## src/rtl/sync_fifo_pkg.sv

```systemverilog
// Shared defaults and sizing helpers for the single-clock FIFO.
package sync_fifo_pkg;

    localparam int unsigned DEFAULT_DATA_WIDTH = 8;
    localparam int unsigned DEFAULT_DEPTH      = 8;

    // Index bits plus one wrap bit, so full and empty stay distinguishable.
    function automatic int unsigned ptr_width(input int unsigned depth);
        return $clog2(depth) + 1;
    endfunction

endpackage

```

## src/rtl/sync_fifo_if.sv

```systemverilog
// Producer/consumer bus of the FIFO; master drives requests, slave is the FIFO.
interface sync_fifo_if
    import sync_fifo_pkg::*;
#(
    parameter int unsigned DATA_WIDTH = DEFAULT_DATA_WIDTH
) ();

    logic                  w_en;
    logic                  r_en;
    logic [DATA_WIDTH-1:0] data_in;
    logic [DATA_WIDTH-1:0] data_out;
    logic                  full;
    logic                  empty;

    modport master (
        output w_en,
        output r_en,
        output data_in,
        input  data_out,
        input  full,
        input  empty
    );

    modport slave (
        input  w_en,
        input  r_en,
        input  data_in,
        output data_out,
        output full,
        output empty
    );

endinterface

```

## src/rtl/sync_fifo_ptr.sv

```systemverilog
// Wrap-bit pointer register with increment enable and synchronous reset.
module sync_fifo_ptr #(
    parameter int unsigned WIDTH = 4
) (
    input  logic             clk,
    input  logic             rst,
    input  logic             inc,
    output logic [WIDTH-1:0] ptr
);

    // Free-running modulo 2**WIDTH; the top bit flips once per lap of the array.
    always_ff @(posedge clk) begin
        if (rst) begin
            ptr <= '0;
        end else if (inc) begin
            ptr <= ptr + WIDTH'(1);
        end
    end

endmodule

```

## src/rtl/sync_fifo.sv

```systemverilog
// Single-clock FIFO: register-array storage, wrap-bit pointers, registered read data.
module sync_fifo
    import sync_fifo_pkg::*;
#(
    parameter int unsigned DATA_WIDTH = DEFAULT_DATA_WIDTH,
    parameter int unsigned DEPTH      = DEFAULT_DEPTH
) (
    input  logic      clk,
    input  logic      rst,
    sync_fifo_if.slave bus
);

    localparam int unsigned AW = $clog2(DEPTH);
    localparam int unsigned PW = ptr_width(DEPTH);

    logic [PW-1:0]         wr_ptr;
    logic [PW-1:0]         rd_ptr;
    logic                  full_w;
    logic                  empty_w;
    logic                  wr_fire;
    logic                  rd_fire;
    logic [DATA_WIDTH-1:0] mem [DEPTH];
    logic [DATA_WIDTH-1:0] rd_data_q;

    // Flags decode only registered pointers, never the request inputs.
    assign empty_w = (wr_ptr == rd_ptr);
    assign full_w  = (wr_ptr[AW-1:0] == rd_ptr[AW-1:0]) && (wr_ptr[PW-1] != rd_ptr[PW-1]);

    assign wr_fire = bus.w_en && !full_w;
    assign rd_fire = bus.r_en && !empty_w;

    sync_fifo_ptr #(.WIDTH(PW)) u_wr_ptr (
        .clk (clk),
        .rst (rst),
        .inc (wr_fire),
        .ptr (wr_ptr)
    );

    sync_fifo_ptr #(.WIDTH(PW)) u_rd_ptr (
        .clk (clk),
        .rst (rst),
        .inc (rd_fire),
        .ptr (rd_ptr)
    );

    // Storage is deliberately not cleared; reset only rewinds the pointers.
    always_ff @(posedge clk) begin
        if (!rst && wr_fire) begin
            mem[wr_ptr[AW-1:0]] <= bus.data_in;
        end
    end

    // Same-cycle write into an empty FIFO is not bypassed here.
    always_ff @(posedge clk) begin
        if (rst) begin
            rd_data_q <= '0;
        end else if (rd_fire) begin
            rd_data_q <= mem[rd_ptr[AW-1:0]];
        end
    end

    assign bus.data_out = rd_data_q;
    assign bus.full     = full_w;
    assign bus.empty    = empty_w;

endmodule

```

## src/flat_wrapper.sv

```systemverilog
// flat-port wrapper written by rule: the top's interface ports become plain ports
module sync_fifo_flat import sync_fifo_pkg::*;
#(
    parameter int unsigned DATA_WIDTH = DEFAULT_DATA_WIDTH,
    parameter int unsigned DEPTH      = DEFAULT_DEPTH
)
  (clk, rst, bus_w_en, bus_r_en, bus_data_in, bus_data_out, bus_full, bus_empty);
  sync_fifo_if #(.DATA_WIDTH(DATA_WIDTH)) bus_i ();
  input  logic clk;
  input  logic rst;
  input wire logic [$bits(bus_i.w_en)-1:0] bus_w_en;
  input wire logic [$bits(bus_i.r_en)-1:0] bus_r_en;
  input wire logic [$bits(bus_i.data_in)-1:0] bus_data_in;
  output wire logic [$bits(bus_i.data_out)-1:0] bus_data_out;
  output wire logic [$bits(bus_i.full)-1:0] bus_full;
  output wire logic [$bits(bus_i.empty)-1:0] bus_empty;
  assign bus_i.w_en = bus_w_en;
  assign bus_i.r_en = bus_r_en;
  assign bus_i.data_in = bus_data_in;
  assign bus_data_out = bus_i.data_out;
  assign bus_full = bus_i.full;
  assign bus_empty = bus_i.empty;
  sync_fifo #(.DATA_WIDTH(DATA_WIDTH), .DEPTH(DEPTH)) u_core (.clk(clk), .rst(rst), .bus(bus_i));
endmodule
```

## config.mk

```make
export PLATFORM = sky130hd
export DESIGN_NAME = sync_fifo_flat
export DESIGN_NICKNAME = d
export VERILOG_FILES = /design/src/rtl/sync_fifo_pkg.sv /design/src/rtl/sync_fifo_if.sv /design/src/rtl/sync_fifo_ptr.sv /design/src/rtl/sync_fifo.sv /design/src/flat_wrapper.sv
export SDC_FILE = /design/constraint.sdc
export NUM_CORES = 1
export LEC_CHECK = 0
export ABC_AREA = 1
export CAP_MARGIN = 5
export CORE_ASPECT_RATIO = 1.75
export CORE_UTILIZATION = 35
export CTS_CLUSTER_SIZE = 20
export DETAILED_ROUTE_END_ITERATION = 6
export GPL_ROUTABILITY_DRIVEN = 1
export PLACE_DENSITY = 0.52
export REMOVE_ABC_BUFFERS = 1
export SLEW_MARGIN = 20
export SYNTH_ARGS = -nofsm -noshare
export SYNTH_HDL_FRONTEND = slang
export SYNTH_SLANG_ARGS = --single-unit
```

## constraint.sdc

```tcl
create_clock -name clk -period 3.2 [get_ports clk]
set_clock_uncertainty 0.1 [all_clocks]
set_input_delay 0.64 -clock clk [delete_from_list [all_inputs] [get_ports clk]]
set_output_delay 0.64 -clock clk [all_outputs]
set_load 0.005 [all_outputs]
```

After elaboration in Yosys (flattened, before gate mapping)
Memory sizes are Yosys's and may differ from the RTL's. A register that Yosys moved wholly into a read port is not among the register bits.
Index checks and enable logic that the tools add are counted.
{"block": "classes", "addsub": 2, "n_mul": 0, "div": 0, "n_lt_le_gt_ge": 0, "n_eq_ne": 3, "shift": 0, "muxes": 2, "bitwise_logic": 0, "n_reduce_logical": 7}
{"op": "adder 4 x 1 -> 4 bit, second input constant", "n": 2}
{"op": "equality test 4 bit", "n": 1}
{"op": "logical AND 1 bit", "n": 4}
{"op": "equality test 3 bit", "n": 1}
{"op": "logical NOT 1 bit", "n": 3}
{"op": "2-to-1 mux 1 bit", "n": 2}
{"op": "!= test 1 bit", "n": 1}
{"block": "word_totals", "register_bits": 8, "latchBits": 0, "mem_bits_rw": 64, "mem_bits_ro": 0, "in_bits": 12, "out_inout_bits": 10, "word_cells": 17, "mem_count": 1}
{"name": "u_core.mem", "words": 8, "width": 8, "read_ports": 1, "rd_clocked_by_memory_dff": 1, "wr": 1, "line_no": "sync_fifo.sv:22", "source": "logic [DATA_WIDTH-1:0] mem [DEPTH];"}

Depth between registers and ports, before layout
Gate-level depths: netlist of run 1.
{"block": "depth", "word_depth": 7, "depth_mapped": 10, "depth_no_buf": 9}

Cells and area by module
A second synthesis of run 1 with hierarchy kept.
{"block": "hier_totals", "cells_unflattened": 340, "hier_area_um2": 3429.5}
{"module": "sync_fifo", "n_inst": 1, "cells_each": 294, "area_each_um2": 3089.2, "seq_area_each_um2": 2082.0}
{"module": "sync_fifo_ptr", "n_inst": 2, "cells_each": 23, "area_each_um2": 170.2, "seq_area_each_um2": 80.1}

Worst setup path after synthesis of run 1
Ideal clock, no wire load.
{"block": "synth_timing", "path_type": "flip-flop to flip-flop", "from": "register u_core.u_rd_ptr.ptr[1]", "to": "memory u_core.mem[0][0] (netlist name) (enable)", "setup_ns": 0.370, "arrival_time_ns": 1.450, "required_ns": 2.730, "setup_slack_ns": 1.280, "stages_incl_launch_ff": 8, "n_path_buf": 1, "synth_period_minus_slack_ns": 1.920, "cell_sequence": "dfxtp_1 -> buf_2 -> nand2_1 -> nand2_1 -> inv_1 -> nand4_2 -> nand4_1 -> nor2_1"}
{"block": "synth_between", "elab_chain_cells": 7}
{"item": "start: declaration", "line_no": "sync_fifo_ptr.sv:8", "source": "output logic [WIDTH-1:0] ptr"}
{"item": "start signal: assignment", "line_no": "sync_fifo_ptr.sv:16", "source": "ptr <= ptr + WIDTH'(1);"}
{"item": "equality test 3 bit", "line_no": "sync_fifo.sv:27", "source": "assign full_w = (wr_ptr[AW-1:0] == rd_ptr[AW-1:0]) && (wr_ptr[PW-1] != rd_ptr[PW-1]);"}
{"item": "logical AND 1 bit", "line_no": "sync_fifo.sv:27"}
{"item": "logical NOT 1 bit", "line_no": "sync_fifo.sv:29", "source": "assign wr_fire = bus.w_en && !full_w;"}
{"item": "logical AND 1 bit", "line_no": "sync_fifo.sv:29"}
{"item": "logical AND 1 bit", "line_no": "sync_fifo.sv:48", "source": "if (!rst && wr_fire) begin"}
{"item": "2-to-1 mux 1 bit", "line_no": "sync_fifo.sv:48"}
{"item": "2-to-1 mux 1 bit (implied by the code)", "line_no": "sync_fifo.sv:49", "source": "mem[wr_ptr[AW-1:0]] <= bus.data_in;"}
{"item": "end: declaration", "line_no": "sync_fifo.sv:22"}
Every way passes these cells.

Worst setup path in the final report of run 1
{"block": "layout_timing", "from": "register u_core.u_rd_ptr.ptr[2]", "to": "output bus_empty"}
{"block": "layout_between", "elab_chain_cells": 1}
{"item": "equality test 4 bit", "line_no": "sync_fifo.sv:26", "source": "assign empty_w = (wr_ptr == rd_ptr);"}
{"item": "end: declaration", "line_no": "flat_wrapper.sv:16", "source": "output wire logic [$bits(bus_i.empty)-1:0] bus_empty;"}
Every way passes these cells.

==> reports/results.tsv, run 1 <==
stage	metric	value	unit
yosys	synth_cells	340	
sta	rsz0062_at_grt	no	
sta	tightest_slew	483	ps
sta	fin_crit_sh	0.890	
global_routing	antenna_found_initial	0	
sta	drv_slew	0	
worst_setup_path	worstPathArrival	2110	ps
yosys	yosysSeqAreaShare	0.656	
pwr	power_frac_comb	0.109	
floorplanning	start_util	0.361	
finish	antenna_cells	0	
yosys	syn_area_per_cell	10.1	um^2
pwr	finalPower	2.58	mW
worst_setup_path	worstPathRequired	2460	ps
clocking	clk_pin_slew	60	ps
run	drv_cap	0	
yosys	ys_warn_count	0	
finish	layout_common_cells	nand2_1 (118), edfxtp_1 (64), nand3_1 (57), nor2_1 (30), clkdlybuf4s50_1 (21)	
pwr	pwr_density_cell	627	mW/mm^2
yosys	synth_area	0.00342	mm^2
clocking	cts-resized-gates	0	
drt	drt_iter0_markers	141	
floorplanning	die_width	76.7	um
sta	slew_headroom	0.678	
sta	fmax	351	MHz
sta	finalSetupViolCount	0	
pwr	switching_power	0.576	mW
global_routing	grt_start_max_net_pins	33	
worst_setup_path	critical_path_class	flop to primary output	
drt	dr.pass1.iters	4	
floorplanning	rows	47	
floorplanning	io_pins	22	
worst_setup_path	cp-start-kind	flop	
worst_setup_path	critPathTopFamily	buffers and inverters	
worst_setup_path	r2r_cells	7	
clocking	cts_hold_buf	0	
drt	drcViolationCount	0	
run_status	status	finished, final reports clean	
drt	ant_nets	0	
drt	via_per_inst	4.69	
clocking	clk_latency	340	ps
drt	drt_wl_total	7.72	mm
placement	hpwl	5.66	mm
worst_setup_path	path_cells	inv_2, nand2_1, nand2_2, nor2_4, nand2_4, inv_1, clkdlybuf4s50_1	
global_routing	grt_overflow	0	
worst_setup_path	cp_num_buf_inv	3	
placement	gp_congestion	0.859	
placement	dpl.cell_count	482	
worst_setup_path	worstReg2RegEnd	u_core.mem[0][3]	
finish	final_cell_count_no_fill	498	
yosys	synth-seq-cells	80	
clocking	clockRootBuffer	clkbuf_16	
pwr	p_seq_frac	0.454	
clocking	clockBufferDepth	2	
worst_setup_path	crit-reg2reg-launch	u_core.u_rd_ptr.ptr[2]	
placement	io_buffers	21	
yosys	yosysUniqueCellTypes	23	
clocking	numCtsBuffers	9	
pwr	intPower	2.00	mW
clocking	clkSinkCount	80	
sta	finalSetupTns	0	ps
drt	num_vias	2337	
worst_setup_path	cp-end-kind	primary output	
clocking	post-cts-setup-buffer-count	0	
sta	fin_crit	2850	ps
finish	fin_nets	385	
pwr	clkPwrFrac	0.437	
global_routing	grtUsageTotal	0.172	
drt	post_drt_wl_per_cell	15.5	um
finish	area_growth	20.3	%
worst_setup_path	regToRegSetupSlack	930	ps
pwr	vdd_drop_max	417	uV
worst_setup_path	critPathMaxFanout	14	
worst_setup_path	crit_path_end	bus_empty	
sta	hold_viol_final	0	
floorplanning	fp.dieH	133	um
pwr	p_leak	1.62	nW
finish	mostFrequentLayoutCell	nand2_1	
global_routing	grt_pass1_vias	2413	
worst_setup_path	critPathMaxStageDelay	620	ps
global_routing	grt_pass1_wl	12.7	mm
pwr	switching_share	0.223	
floorplanning	fp.coreArea	0.00947	mm^2
worst_setup_path	cp-startpoint	u_core.u_rd_ptr.ptr[2]	
worst_setup_path	slowest_stage	dfxtp_1	
floorplanning	die_area	0.0102	mm^2
min_path	hold_path_class	flop to flop	
worst_setup_path	path_depth	7	
clocking	cts_max_level	3	
clocking	cts_tree	built	
finish	layout-drive-gt1-share	0.104	
## metal layers
metal  vias up  global-route usage  share of wire
met5         -                   0              0
met4         0              0.0962          0.037
met3        15              0.0366          0.024
met2        37               0.311           0.54
met1      1091               0.182           0.39
li1       1194                   -              -
## power by group through the flow
stage / Combinational (mW) / Clock, mW / Sequential, mW
CTS: 0.288 / 1.15 / 1.17
global route: 0.320 / 1.18 / 1.18
floorplan: 0.148 / 0 / 1.20
detailed placement: 0.286 / 0 / 1.19
global placement: 0.287 / 0 / 1.19
finish: 0.282 / 1.13 / 1.17
## worst min path at each step
stage	start	depth (start not counted)	end	slack [ps]
after detailed placement	u_core.bus.data_out[2]	4	u_core.bus.data_out[2]	400
final	u_core.bus.data_out[2]	4	u_core.bus.data_out[2]	410
after global placement	u_core.bus.data_out[2]	4	u_core.bus.data_out[2]	400
after floorplan	u_core.u_wr_ptr.ptr[3]	2	u_core.u_wr_ptr.ptr[3]	400
after CTS	u_core.bus.data_out[2]	4	u_core.bus.data_out[2]	410
after global routing	u_core.bus.data_out[2]	4	u_core.bus.data_out[2]	440
## kinds of logic after synthesis
| logic type | count (synthesis) | share of synthesized area |
|---|---|---|
| AOI/OAI and AO/OA | 7 | 0.0102 |
| buffers and inverters | 35 | 0.0512 |
| adders and majority gates | 2 | 0.00732 |
| xor gates and xnor gates | 1 | 0.00256 |
| and+or+nand+nor | 215 | 0.273 |
| DFF | 80 | 0.656 |
## state kept, by name, summed over array words and instances (netlist names)
signal               flops
u_core.bus.data_out      8
u_core.mem              64
u_core.u_rd_ptr.ptr      4
u_core.u_wr_ptr.ptr      4
## per-stage QoR
| step | hold slack (ps) | setup WS, ps | utilization | cell area (um^2) |
|---|---|---|---|---|
| floorplan | 396 | 534 | - | 3330 |
| global placement | 403 | 743 | 0.399 | 3780 |
| detailed placement | 399 | 727 | 0.399 | 3780 |
| CTS | 410 | 347 | 0.435 | 4110 |
| global route | 435 | 234 | 0.435 | 4110 |
| finish | 409 | 354 | 0.435 | 4110 |
## area by class of cell
cell class	instances	area [um^2]
Timing Repair Buffer	33	300
Inverter	22	82.6
Tap cell	122	153
Sequential cell	80	2240
Fill cell	928	5350
Clock buffer	13	270
Multi-Input combinational cell	225	1000
Clock inverter	3	63.8
## cells in the mapped netlist
master,instances,area [um^2]
clkbuf_1,4,15.0
nand2_1,118,443
nor2_2,1,6.26
nand2_4,1,11.3
nand2_8,1,20.0
nand3_1,57,285
inv_1,17,63.8
a21oi_1,7,35.0
buf_12,1,20.0
clkbuf_8,1,13.8
nand2_2,3,18.8
buf_2,5,25.0
edfxtp_1,64,1920
xor2_1,1,8.76
nand4_2,1,12.5
dfxtp_1,16,320
ha_1,2,25.0
nor2_4,1,11.3
buf_4,1,7.51
nor2_1,30,113
nand4_1,2,12.5
buf_6,1,11.3
inv_2,5,18.8
## tightest hold or removal path: stages (launching register included)
cell and delay [ps]:
dfxtp_1 300, inv_1 40, nand2_1 40, nand2_1 50, nor2_1 30
(Power assumes the default switching activity.)
==> run 2, diff against run 1 <==
- CORE_ASPECT_RATIO: 1.75 -> 2
- PLACE_DENSITY: 0.52 -> default
==> run 2 against run 1 <==
Worst hold slack improved by 2.7 ps. Critical path type unchanged. Combinational power about the same. Wire length about the same. Final cell count is 1.4% higher.
==> reports/results.tsv, run 2 (synthesis results as in run 1) <==
stage	metric	value	unit
sta	fin_crit_sh	0.893	
sta	slew_headroom	0.532	
pwr	p_leak	1.60	nW
sta	hold_viol_final	0	
clocking	numCtsBuffers	9	
clocking	clk_latency	330	ps
run_status	status	finished, final reports clean	
drt	drt_wl_total	7.73	mm
floorplanning	start_util	0.362	
drt	via_per_inst	4.67	
global_routing	antenna_found_initial	0	
clocking	cts_hold_buf	0	
pwr	finalPower	2.56	mW
drt	ant_nets	0	
worst_setup_path	path_cells	inv_2, nand2_1, nand2_2, nor2_4, nand2_4, inv_1, clkdlybuf4s50_1	
pwr	pwr_density_cell	623	mW/mm^2
global_routing	grt_start_max_net_pins	35	
worst_setup_path	cp-end-kind	primary output	
floorplanning	die_width	71.9	um
floorplanning	rows	50	
floorplanning	io_pins	22	
finish	antenna_cells	0	
global_routing	grtUsageTotal	0.166	
finish	largest_register_ffs	64	
finish	fin_nets	384	
sta	rsz0062_at_grt	no	
worst_setup_path	critPathMaxFanout	14	
clocking	post-cts-setup-buffer-count	0	
min_path	hold_depth	4	
clocking	clkSinkCount	80	
finish	layout-drive-gt1-share	0.107	
clocking	clockRootBuffer	clkbuf_16	
pwr	vdd_drop_max	426	uV
worst_setup_path	worstPathArrival	2120	ps
run	drv_cap	0	
clocking	clockBufferDepth	2	
global_routing	grt_pass1_vias	2329	
worst_setup_path	r2r_cells	6	
drt	drt_iter0_markers	171	
sta	drv_slew	0	
worst_setup_path	worstPathRequired	2460	ps
sta	tightest_slew	699	ps
worst_setup_path	slowest_stage	dfxtp_1	
global_routing	grt_overflow	0	
finish	area_growth	20.2	%
min_path	hold_path_class	flop to flop	
clocking	cts_tree	built	
placement	gp_congestion	0.866	
drt	num_vias	2358	
drt	drcViolationCount	0	
sta	finalSetupTns	0	ps
finish	final_core_util	0.435	
worst_setup_path	critical_path_class	flop to primary output	
clocking	cts_max_level	3	
drt	post_drt_wl_per_cell	15.3	um
placement	hpwl	5.61	mm
floorplanning	fp.dieH	142	um
placement	io_buffers	21	
floorplanning	die_area	0.0102	mm^2
sta	finalSetupViolCount	0	
finish	layout_common_cells	nand2_1 (118), edfxtp_1 (64), nand3_1 (57), nor2_1 (30), clkdlybuf4s50_1 (21)	
clocking	clk_pin_slew	60	ps
worst_setup_path	critPathMaxStageDelay	630	ps
global_routing	grt_pass1_wl	12.1	mm
sta	fin_crit	2860	ps
clocking	cts-resized-gates	0	
sta	fmax	350	MHz
worst_setup_path	cp-start-kind	flop	
floorplanning	fp.coreArea	0.00945	mm^2
drt	dr.pass1.iters	4	
finish	mostFrequentLayoutCell	nand2_1	
[run 2: stage by stage]
stage | cells | hold WS [ps] | setup WS [ps] | instance area (um^2)
global route | 505 | 439 | 147 | 4110
global placement | 489 | 403 | 692 | 3780
finish | 505 | 412 | 342 | 4110
detailed placement | 489 | 404 | 694 | 3780
CTS | 505 | 416 | 320 | 4110
floorplan | 327 | 396 | 534 | 3330
[run 2: path summary, 6_finish.rpt]
| check | from | to | slack, ps |
|---|---|---|---|
| worst max register to register | u_core.u_rd_ptr.ptr[2] | u_core.mem[4][0] | 780 |
| worst min register to register | u_core.bus.data_out[7] | u_core.bus.data_out[7] | 410 |
| worst min-delay path | u_core.bus.data_out[7] | u_core.bus.data_out[7] | 410 |
| worst max-delay path | u_core.u_rd_ptr.ptr[2] | bus_empty | 340 |
[run 2: worst max-delay path, delay by kind of cell, from the launching register on]
kind	cells	cell delay, ps
simple gates	4	410
buf+inv	3	750
flops	1	630
[run 2: layout make-up]
| class | instances | area (um^2) |
|---|---|---|
| clock buffer | 9 | 225 |
| fill | 891 | 5340 |
| multi-input combinational | 225 | 1000 |
| clock inverter | 7 | 103 |
| sequential | 80 | 2240 |
| inverter | 22 | 82.6 |
| tap | 130 | 163 |
| timing repair buffer | 32 | 293 |
[run 2: power breakdown]
part	leakage (nW)	total, mW	internal, mW	switching (mW)
Combinational	0.736	0.279	0.108	0.171
Clock	0.157	1.11	0.691	0.417
Sequential	0.709	1.18	1.15	0.0233
Total	1.60	2.56	1.95	0.611
[run 2: layer usage]
metal,routed length (um),track usage,share of wire,up-vias
met5,0,0,0,-
met4,371,0.114,0.048,0
met3,227,0.0405,0.029,22
met2,4320,0.298,0.56,58
met1,2810,0.161,0.36,1083
li1,-,-,-,1195
==> edit 1: new RTL, config.mk and constraints of run 1 <==
Set the package constant `DEFAULT_DATA_WIDTH` to 6 (it was 8).
--- a/src/rtl/sync_fifo_pkg.sv
+++ b/src/rtl/sync_fifo_pkg.sv
@@ -1,7 +1,7 @@
 // Shared defaults and sizing helpers for the single-clock FIFO.
 package sync_fifo_pkg;
 
-    localparam int unsigned DEFAULT_DATA_WIDTH = 8;
+    localparam int unsigned DEFAULT_DATA_WIDTH = 6;
     localparam int unsigned DEFAULT_DEPTH      = 8;
 
     // Index bits plus one wrap bit, so full and empty stay distinguishable.
Ports: changed (resized bus_data_in and bus_data_out); port bits go from 22 to 18. The function was not compared with the original's and may differ.
==> edit 1 against run 1 <==
Synthesized area down 22%. Count of clock-buffer cells in the layout down 3. Power down 17%. Sequential share of layout area down 1.4 points. First-iteration DRC count down 18%. Clock power down 9.7%. Routed wire length down 23%. Design area down 21%. Sequential cell count down 18. Die area down 21%. Worst setup slack worse by 33 ps. Synthesized cell count down 18%. Core utilization up 1.0 points. Critical path type unchanged. Critical endpoint is now bus_full. Highest routed layer unchanged.
==> edit 1: results (changes against run 1) <==
[placed_design]
hpwlAfterDp_um = 4297  ; -24%
portBuffers = 17  ; -19%
postPlaceCellArea_mm2 = 0.002925  ; -23%
placed_cells = 375  ; -22%
post-place-ws_ps = 525.6  ; -201.2 ps
place.gp.congestion = 0.8456  ; -1.5%

[setup_path]
r2r_cells = 6  ; -1
max_stage_delay_ps = 490  ; -130 ps
worstSetupEndpoint = bus_full
cp.arrival_ps = 2140  ; +30 ps
cpMaxStageDelayCell = clkdlybuf4s50_1
crit-reg2reg-launch = u_core.u_rd_ptr.ptr[0]$_SDFFE_PP0P_
regToRegSetupSlack_ps = 720  ; -210 ps

[routing]
routed_wl_um = 5956  ; -23%
drt_iter0_markers = 115  ; -18%

[cells_and_area]
nonClockBufferCount = 20  ; -39%
regArea_mm2 = 0.001722  ; -23%
multi_input_area_share_pct = 25.56  ; +1.2 points
largest_register_ffs = 48  ; -25%
fin_nets = 312  ; -19%
inv_count = 20  ; -9.1%
clkbuf_count = 10  ; -3
fin_cells = 391  ; -21%
nMultiInputCombCells = 187  ; -17%
clkCellAreaFrac_pct = 9.730  ; +1.6 points
fillers = 708  ; -24%

[clock_tree]
clk_latency_ps = 320  ; -20 ps

[grt]
grt_pass1_vias = 1902  ; -21%
track_usage_pct = 17.12  ; -0.081 points
grt_start_max_net_pins = 29  ; -12%
grt_pass1_wl_um = 9597  ; -24%

[pwr]
total_leakage_power_nw = 1.287  ; -20%
power.share.clock_pct = 47.5  ; +3.8 points
seq_power_share_pct = 42.3  ; -3.1 points
ir_worst_vdd_mv = 0.3485  ; -17%
switching_power_w = 0.0004969  ; -14%

[yosys]
ys_seq_area_share_pct = 64.24  ; -1.3 points
syn_inst = 279  ; -18%
synth_common_cells = nand2_1 (100), edfxtp_1 (48), nand3_1 (44)
synth_cell_type_count = 20  ; -13%
synth-edff-count = 48  ; -25%
netlist.area_leader.share_pct = 53.78  ; -2.4 points
synth_area_leaders = edfxtp_1 (54%), nand2_1 (14%), dfxtp_1 (10%), nand3_1 (8.2%), nor2_1 (3.5%)

[timing]
holdWs_ps = 412.6  ; +3.323 ps
max_slew_margin_pct = 64.70  ; -3.1 points
fin_ws_ps = 320.8  ; -32.73 ps

[outcome]
outcome = finished, final reports clean

[die]
tap_cells = 86  ; -30%

[edit 1: changes by cell type in the layout (fill, tap and decap cells not counted), moves of 4 or more]
cell	change
nand2_1	-18
edfxtp_1	-16
nand3_1	-13
buf_4	-9
nor2_1	-5
clkdlybuf4s50_1	-4
[edit 1: per-layer routing]
| layer | routed length [µm] | GRT usage [%] | vias up |
|---|---|---|---|
| met2 | 3168 | 28.37 | 41 |
| met5 | 0 | 0 | - |
| met1 | 2401 | 18.57 | 878 |
| li1 | - | - | 966 |
| met4 | 231 | 10.55 | 0 |
| met3 | 154 | 4.264 | 13 |
[edit 1: cells by family (layout without fill, tap and decap cells)]
logic type,after synthesis,after routing,share of synthesized area [%]
DFF,62,62,64.24
and+or+nand+nor,177,177,28.34
xor gates and xnor gates,1,1,0.3269
AOI/OAI and AO/OA,7,7,1.307
adders and majority gates,2,2,0.9336
buffers and inverters,30,56,4.855
==> edit 2: new RTL, config.mk and constraints of run 1 <==
Without the edit above. Make the reset (`rst`) asynchronous in 2 clocked blocks. Comments in the files are not updated.
--- a/src/rtl/sync_fifo_ptr.sv
+++ b/src/rtl/sync_fifo_ptr.sv
@@ -9,7 +9,7 @@
 );
 
     // Free-running modulo 2**WIDTH; the top bit flips once per lap of the array.
-    always_ff @(posedge clk) begin
+    always_ff @(posedge clk or posedge rst) begin
         if (rst) begin
             ptr <= '0;
         end else if (inc) begin
--- a/src/rtl/sync_fifo.sv
+++ b/src/rtl/sync_fifo.sv
@@ -51,7 +51,7 @@
     end
 
     // Same-cycle write into an empty FIFO is not bypassed here.
-    always_ff @(posedge clk) begin
+    always_ff @(posedge clk or posedge rst) begin
         if (rst) begin
             rd_data_q <= '0;
         end else if (rd_fire) begin
Behaviour: differs if rst is asserted again (counterexample within 4 cycles, from zero or initial values and one cycle with rst high); with rst held inactive, the same outputs for 10 cycles.
==> edit 2 against run 1 <==
Routed wire length rose by 2.5%. Sequential cell count did not move. Highest routed layer unchanged. Final cell count up 14%. Design area up 7.1%. Worst setup slack better by 220 ps. First-iteration DRC count shrank 26%. Worst hold slack worse by 32 ps. Synthesized area is 8.0% higher.
Power is not compared: it rests on default switching activity, and its combinational part moved more than twofold at a synthesized area within 25%.
==> edit 2: results (changes against run 1) <==
[outcome]
outcome = finished, final reports clean

[routing]
wl_met3_um = 204  ; +11%
wl_met1_um = 3225  ; +6.1%
wl_met2_um = 4231  ; +0.62%
drt_iter0_markers = 104  ; -26%
wl_per_cell_um = 13.98  ; -9.8%
vias = 2622  ; +12%

[timing]
max_slew_margin_pct = 72.53  ; +4.8 points

[yosys]
async_reset_ff_share_pct = 20.00  ; +20 points
ys_seq_area_share_pct = 62.87  ; -2.7 points

[cells_and_area]
fillers = 978  ; +5.4%
fin_nets = 448  ; +16%

[grt]
grt_pass1_wl_um = 12680  ; -0.21%
use_met2_pct = 28.82  ; -2.2 points
grt_util_met1_pct = 17.63  ; -0.59 points
track_usage_pct = 16.21  ; -1.0 points
grtUsageMet3_pct = 3.224  ; -0.43 points
grt_pass1_vias = 2508  ; +3.9%

[setup_path]
reg2reg_to = u_core.mem[0][2]$_DFFE_PP_
cp.arrival_ps = 1890  ; -220 ps
startpoint = u_core.u_wr_ptr.ptr[2]$_DFFE_PP0P_
crit-reg2reg-launch = u_core.u_wr_ptr.ptr[1]$_DFFE_PP0P_
cpMaxStageDelayCell = clkdlybuf4s50_1
worstPathMaxFanout = 8  ; -6
worstSetupEndpoint = bus_full

[hold_path]
hp-start = u_core.bus.data_out[7]$_DFFE_PP0P_

==> edit 2: tightest hold or removal path: stages, from the launching register on <==
cell and delay (ps):
dfrtp_1 340, nand2_1 50, nand2_1 50
==> edit 2: final cells by class <==
cell class	instances	share of cell area, %
clock inverter	6	2.100
timing repair buffer	35	7.153
sequential	80	52.68
tap	127	3.605
clock buffer	10	5.194
multi-input combinational	232	22.74
inverter	76	6.529
==> edit 2: through the flow <==
stage	total power [W]	std cells	instance area (µm²)	setup WS (ps)	hold WS, ps
3_5_place_dp	0.002763	550	4086	928.3	365.2
5_1_grt	0.004084	566	4408	450.2	401.5
2_1_floorplan	0.002230	388	3612	694.3	372.4
4_1_cts	0.003863	566	4408	565.0	381.6
3_3_place_gp	0.002745	550	4086	965.8	360.9
6_report	0.003817	566	4408	574.6	377.1
==> edit 2: worst min path at each step <==
stage,slack (ps),cells past startpoint,end
CTS,380,2,u_core.bus.data_out[5]$_DFFE_PP0P_
global route,400,2,u_core.bus.data_out[5]$_DFFE_PP0P_
detailed placement,370,2,u_core.bus.data_out[5]$_DFFE_PP0P_
finish,380,2,u_core.bus.data_out[7]$_DFFE_PP0P_
global placement,360,2,u_core.bus.data_out[5]$_DFFE_PP0P_
floorplan,370,2,u_core.bus.data_out[0]$_DFFE_PP0P_
==> edit 2: power groups by stage <==
stage	clock [W]	combinational, W	sequential (W)
after floorplan	0	0.000763	0.00147
after global placement	0	0.00134	0.00140
after detailed placement	0	0.00135	0.00141
after CTS	0.00111	0.00136	0.00139
after global routing	0.00116	0.00152	0.00141
final	0.00110	0.00133	0.00139
==> edit 2: logic make-up (layout without fill, tap and decap cells) <==
logic type	after synthesis	after routing	share of synthesized area, %
buf+inv	89	127	9.993
simple gates	226	226	25.51
flops	80	80	62.87
xor+xnor	4	4	0.9487
fa+ha+maj	2	2	0.6774
